## config.mk

```make
export PLATFORM = sky130hd
export DESIGN_NAME = divider_result_buffer_flat
export DESIGN_NICKNAME = d
export VERILOG_FILES = /design/src/rtl/divider_result_buffer_if.sv /design/src/rtl/divider_result_buffer.sv /design/src/flat_wrapper.sv
export SDC_FILE = /design/constraint.sdc
export NUM_CORES = 1
export LEC_CHECK = 0
export BUFFER_PORTS_ARGS = -buffer_cell sky130_fd_sc_hd__buf_4
export CORE_UTILIZATION = 56
export CTS_BUF_LIST = sky130_fd_sc_hd__clkbuf_4 sky130_fd_sc_hd__clkbuf_8
export CTS_CLUSTER_DIAMETER = 50
export DETAILED_ROUTE_END_ITERATION = 8
export PLACE_DENSITY_LB_ADDON = 0.2
export SLEW_MARGIN = 20
export SYNTH_ARGS = -nofsm -noshare
export SYNTH_HDL_FRONTEND = slang
export SYNTH_SLANG_ARGS = --single-unit
```

## constraint.sdc

```tcl
create_clock -name clk -period 2.9 [get_ports clk]
set_clock_uncertainty 0.15 [all_clocks]
set_input_delay 0.29 -clock clk [delete_from_list [all_inputs] [get_ports clk]]
set_output_delay 0.29 -clock clk [all_outputs]
set_load 0.1 [all_outputs]
```

## src/rtl/divider_result_buffer_if.sv

```systemverilog
// divider_result_buffer_if: issue credit, divider result input and valid/ready output bundle
interface divider_result_buffer_if #(
    parameter int N     = 8,
    parameter int M     = 4,
    parameter int DEPTH = 8,
    parameter int KW    = 4
);
    localparam int QW = N - M + 1;
    localparam int CW = $clog2(DEPTH) + 1;
    logic          issue_valid;
    logic          issue_credit;
    logic          in_rdy;
    logic [QW-1:0] in_quotient;
    logic [M-1:0]  in_remainder;
    logic [KW-1:0] in_k;
    logic          out_valid;
    logic          out_ready;
    logic [QW-1:0] out_quotient;
    logic [M-1:0]  out_remainder;
    logic [KW-1:0] out_k;
    logic [CW-1:0] fifo_cnt;
    logic          overflow_err;
    modport slave (
        input  issue_valid, in_rdy, in_quotient, in_remainder, in_k, out_ready,
        output issue_credit, out_valid, out_quotient, out_remainder, out_k, fifo_cnt, overflow_err
    );
    modport master (
        output issue_valid, in_rdy, in_quotient, in_remainder, in_k, out_ready,
        input  issue_credit, out_valid, out_quotient, out_remainder, out_k, fifo_cnt, overflow_err
    );
endinterface

```

## src/rtl/divider_result_buffer.sv

```systemverilog
// divider_result_buffer: credit-managed result FIFO for the divider chain (optional DIV_RESULT_BYPASS_EN)
module divider_result_buffer #(
    parameter int N     = 8,
    parameter int M     = 4,
    parameter int DEPTH = 8,
    parameter int KW    = 4
) (
    input logic clk,
    input logic rst,
    divider_result_buffer_if.slave rb_io
);
    localparam int QW = N - M + 1;
    localparam int DW = QW + M + KW;
    localparam int AW = $clog2(DEPTH);
    localparam int CW = AW + 1;
    logic [DW-1:0] mem_q [DEPTH];
    logic [AW-1:0] wr_ptr_q, wr_ptr_d, rd_ptr_q, rd_ptr_d;
    logic [CW-1:0] cnt_q, cnt_d, infl_q, infl_d;
    logic          ovf_q, ovf_d;
    logic          empty, full, bypass, pop, fifo_pop, push, inc, dec;
    logic [DW-1:0] in_data, head;
    // Datapath and handshake; the chain cannot stall, so a result with no room is dropped and flagged
    always_comb begin
        in_data = {rb_io.in_quotient, rb_io.in_remainder, rb_io.in_k};
        empty   = cnt_q == '0;
        full    = cnt_q == CW'(DEPTH);
`ifdef DIV_RESULT_BYPASS_EN
        bypass  = empty & rb_io.in_rdy;
`else
        bypass  = 1'b0;
`endif
        rb_io.out_valid = ~empty | bypass;
        head     = ~empty ? mem_q[rd_ptr_q] : (bypass ? in_data : '0);
        {rb_io.out_quotient, rb_io.out_remainder, rb_io.out_k} = head;
        pop      = rb_io.out_valid & rb_io.out_ready;
        fifo_pop = pop & ~empty;
        push     = rb_io.in_rdy & (~full | fifo_pop) & ~(bypass & rb_io.out_ready);
        wr_ptr_d = push ? wr_ptr_q + 1'b1 : wr_ptr_q;
        rd_ptr_d = fifo_pop ? rd_ptr_q + 1'b1 : rd_ptr_q;
        cnt_d    = cnt_q + CW'(push) - CW'(fifo_pop);
        rb_io.issue_credit = ({1'b0, cnt_q} + {1'b0, infl_q}) < (CW + 1)'(DEPTH);
        inc      = rb_io.issue_valid & rb_io.issue_credit;
        dec      = rb_io.in_rdy & (inc | infl_q != '0);
        infl_d   = infl_q + CW'(inc) - CW'(dec);
        ovf_d    = ovf_q | (rb_io.in_rdy & full & ~fifo_pop);
        rb_io.fifo_cnt     = cnt_q;
        rb_io.overflow_err = ovf_q;
    end
    // Control state; reset discards everything queued or in flight
    always_ff @(posedge clk or posedge rst) begin
        if (rst) begin
            wr_ptr_q <= '0;
            rd_ptr_q <= '0;
            cnt_q    <= '0;
            infl_q   <= '0;
            ovf_q    <= 1'b0;
        end else begin
            wr_ptr_q <= wr_ptr_d;
            rd_ptr_q <= rd_ptr_d;
            cnt_q    <= cnt_d;
            infl_q   <= infl_d;
            ovf_q    <= ovf_d;
        end
    end
    // Storage array; unreset because the head is masked to zero while empty
    always_ff @(posedge clk) begin
        if (push) mem_q[wr_ptr_q] <= in_data;
    end
endmodule
```

## src/flat_wrapper.sv

```systemverilog
// flat-port wrapper written by rule: the top's interface ports become plain ports
module divider_result_buffer_flat 
#(
    parameter int N     = 8,
    parameter int M     = 4,
    parameter int DEPTH = 8,
    parameter int KW    = 4
)
  (clk, rst, rb_io_issue_valid, rb_io_in_rdy, rb_io_in_quotient, rb_io_in_remainder, rb_io_in_k, rb_io_out_ready, rb_io_issue_credit, rb_io_out_valid, rb_io_out_quotient, rb_io_out_remainder, rb_io_out_k, rb_io_fifo_cnt, rb_io_overflow_err);
  divider_result_buffer_if #(.N(N), .M(M), .DEPTH(DEPTH), .KW(KW)) rb_io_i ();
  input logic clk;
  input logic rst;
  input wire logic [$bits(rb_io_i.issue_valid)-1:0] rb_io_issue_valid;
  input wire logic [$bits(rb_io_i.in_rdy)-1:0] rb_io_in_rdy;
  input wire logic [$bits(rb_io_i.in_quotient)-1:0] rb_io_in_quotient;
  input wire logic [$bits(rb_io_i.in_remainder)-1:0] rb_io_in_remainder;
  input wire logic [$bits(rb_io_i.in_k)-1:0] rb_io_in_k;
  input wire logic [$bits(rb_io_i.out_ready)-1:0] rb_io_out_ready;
  output wire logic [$bits(rb_io_i.issue_credit)-1:0] rb_io_issue_credit;
  output wire logic [$bits(rb_io_i.out_valid)-1:0] rb_io_out_valid;
  output wire logic [$bits(rb_io_i.out_quotient)-1:0] rb_io_out_quotient;
  output wire logic [$bits(rb_io_i.out_remainder)-1:0] rb_io_out_remainder;
  output wire logic [$bits(rb_io_i.out_k)-1:0] rb_io_out_k;
  output wire logic [$bits(rb_io_i.fifo_cnt)-1:0] rb_io_fifo_cnt;
  output wire logic [$bits(rb_io_i.overflow_err)-1:0] rb_io_overflow_err;
  assign rb_io_i.issue_valid = rb_io_issue_valid;
  assign rb_io_i.in_rdy = rb_io_in_rdy;
  assign rb_io_i.in_quotient = rb_io_in_quotient;
  assign rb_io_i.in_remainder = rb_io_in_remainder;
  assign rb_io_i.in_k = rb_io_in_k;
  assign rb_io_i.out_ready = rb_io_out_ready;
  assign rb_io_issue_credit = rb_io_i.issue_credit;
  assign rb_io_out_valid = rb_io_i.out_valid;
  assign rb_io_out_quotient = rb_io_i.out_quotient;
  assign rb_io_out_remainder = rb_io_i.out_remainder;
  assign rb_io_out_k = rb_io_i.out_k;
  assign rb_io_fifo_cnt = rb_io_i.fifo_cnt;
  assign rb_io_overflow_err = rb_io_i.overflow_err;
  divider_result_buffer #(.N(N), .M(M), .DEPTH(DEPTH), .KW(KW)) u_core (.clk(clk), .rst(rst), .rb_io(rb_io_i));
endmodule
```

==> impl_metrics.py <==
metrics = {
    "grt": {
        "gr-usage-met3_pct": 6.08,
        "grt_usage_pct": 21.8,
        "grt_max_degree": 20,
        "use_met2_pct": 35.8,
        "use_met1_pct": 27.7,
        "grt_overflow": 0,
        "grt_pass1_wl_um": 13700,
        "antenna_found_initial": 0,
        "grt_pass1_vias": 2526,
        "grt.busiest_layer": "met2",
    },
    "timing": {
        "fin_crit_sh_pct": 96.2,
        "setup_tns_ns": 0,
        "max_slew_margin_pct": 36.3,
        "period_needed_ns": 2.79,
        "hold_viol_final": 0,
        "fmaxAchievable_mhz": 358,
        "drv_slew": 0,
        "rsz0062_at_grt": "false",
        "tightest_slew_ns": 0.948,
        "setup_viol": 0,
    },
    "worst_setup_path": {
        "critPathMaxFanout": 13,
        "cp-end-kind": "output pin",
        "required_ns": 2.46,
        "reg2regPathDepth": 11,
        "critical_path_class": "flop to output pin",
        "arrival_ns": 2.35,
        "cp-start-kind": "flop",
    },
    "yosys": {
        "ys.flop_type": "edfxtp_1",
        "yosysWarningCount": 0,
        "netlist_area_sq_um": 4960,
        "synth_edf_count": 104,
        "synth_cells": 249,
        "synth_adder_area_share_pct": 4.84,
        "synth_nets": 285,
        "ys_types": 30,
        "synthMuxAreaShare_pct": 13.5,
        "synth_compound_area_share_pct": 4.19,
        "ys_seq_elements": 119,
        "synth_top_family_by_area": "multiplexers",
        "async_flop_share_pct": 12.6,
        "ys_seq_area_share_pct": 70.5,
        "synth-xor-area-share_pct": 1.41,
        "syn_avg_cell_area_sq_um": 19.9,
        "synthSimpleGateAreaFrac_pct": 2.40,
    },
    "drt": {
        "dr_total_vias": 2528,
        "drt_iter0_drc": 153,
        "avgViaCountPerCell": 5.72,
        "drc_errors": 0,
        "wl_um": 8970,
        "wire_per_inst_um": 20.3,
        "drt_pass1_iterations": 4,
        "postRouteAntennaNets": 0,
    },
    "finish": {
        "nets": 360,
        "area_delta_synth_final_pct": 21.6,
        "mostFrequentLayoutCell": "edfxtp_1",
        "insertedDiodeCount": 0,
        "drive_gt1_share_pct": 35.0,
        "mostFrequentLayoutCells": "104 x edfxtp_1, 49 x buf_4, 21 x inv_1, 17 x clkbuf_8",
        "seqCellArea_sq_um": 3510,
        "fillers": 498,
        "multi_input_area_sq_um": 1350,
    },
    "clock_tree": {
        "clockBufferDepth": 2,
        "cts_setup_buffers": 0,
        "cts_tree": "done",
        "clk_latency_ns": 0.41,
        "cts-htree-levels": 4,
        "clkTransAtPathRegs_ns": 0.07,
        "clkSinkCount": 119,
        "cts_made_buffers": 17,
        "cts_root_buf": "clkbuf_8",
    },
    "die": {
        "pin_count": 38,
        "coreArea_sq_um": 8380,
        "die_x_um": 96.1,
        "rows": 33,
        "initial_core_util_pct": 59.2,
        "fp.dieH_um": 96.1,
        "die_area_sq_um": 9240,
    },
    "status": {
        "outcome": "finished, final reports clean",
    },
    "placement": {
        "io_buffers": 37,
        "gp_congestion": 0.765,
        "hpwl_um": 5590,
    },
    "worst_hold_path": {
        "min_path_cells": 3,
        "min_path_type": "input port to flop",
    },
    "run": {
        "maxCapViolCount": 0,
    },
}
[logic make-up after synthesis]
family,Yosys count
mux,28
xor+xnor,8
compound gates,25
buf+inv,30
flops,119
simple gates,21
fa+ha+maj,18
[registers in the layout (all words and copies together), names as in the netlist]
name,cells
u_core.rb_io.overflow_err,1
u_core.rb_io.fifo_cnt,4
u_core.rd_ptr_q,3
u_core.wr_ptr_q,3
u_core.mem_q,104
u_core.infl_q,4
[through the flow]
step	util [%]	area [sq um]	hold slack (ns)	worst slack, ns	instances
after floorplan	-	5000	0.0413	0.00930	249
after global placement	65.2	5460	0.230	0.217	396
after CTS	71.9	6030	0.00246	0.0761	442
after global routing	71.9	6030	0.00880	0.0178	442
after detailed placement	65.2	5460	0.248	0.185	396
final	71.9	6030	0.0306	0.110	442
[synthesized netlist by cell type, types with 2 or more instances]
master      n  share of area (%)
dfrtp_1    15                7.6
mux4_2     10                4.5
nor3_1      5               0.50
a21o_1      2               0.30
buf_6       3               0.68
xor2_1      2               0.35
a21oi_1     3               0.30
mux2_2      2               0.45
mux4_1     16                8.5
nand2_1     2               0.15
nor2b_1     2               0.25
a22o_1     13                2.3
buf_2       4               0.40
ha_1       16                4.0
xnor2_1     6                1.1
nand2b_1    2               0.25
inv_1      22                1.7
or3b_4      2               0.45
nor2_1      5               0.38
edfxtp_1  104                 63
fa_1        2               0.81
o211ai_1    3               0.45
[worst max-delay path: stages (launching register included)]
cell and delay, ns:
dfrtp_4 0.49, inv_2 0.08, ha_1 0.19, or3b_4 0.43, and2_4 0.24, a22o_2 0.26, buf_4 0.23
[timing repair]
action	in CTS	in global routing
hold buffers	14	0
endpoints found under the setup margin	0	0
gates resized for setup	0	0
endpoints found under the hold margin	119	0
[area by class of cell]
cell class              count  area share [%]
flip-flops and latches    119            58.1
inverters                  22            1.37
multi-input cells         100            22.5
clock buffers              19            4.13
well taps                 105            2.18
clock inverters            13            2.97
repair buffers             64            8.76
[path summary, 6_finish.rpt]
path,slack (ns),end,start
worst min-delay path,0.03,u_core.rd_ptr_q[0]$_DFFE_PP0P_,rb_io_out_ready
max in group asynchronous,1.81,u_core.rb_io.fifo_cnt[2]$_DFF_PP0_,rst
worst min register to register,0.36,u_core.rb_io.overflow_err$_DFF_PP0_,u_core.rb_io.overflow_err$_DFF_PP0_
min in group asynchronous,0.35,u_core.rd_ptr_q[2]$_DFFE_PP0P_,rst
worst max register to register,0.15,u_core.rb_io.fifo_cnt[2]$_DFF_PP0_,u_core.rb_io.fifo_cnt[2]$_DFF_PP0_
worst max-delay path,0.11,rb_io_out_remainder[0],u_core.rb_io.fifo_cnt[2]$_DFF_PP0_
[per-layer routing]
| metal | wire length (um) | vias to the layer above |
|---|---|---|
| met4 | 161 | 0 |
| met2 | 4530 | 75 |
| li1 | - | 1161 |
| met5 | 0 | - |
| met3 | 409 | 14 |
| met1 | 3860 | 1278 |
Power is left out: the tool's default activity adds up to more than one toggle a clock period on the data nets, which glitch-free logic cannot reach.
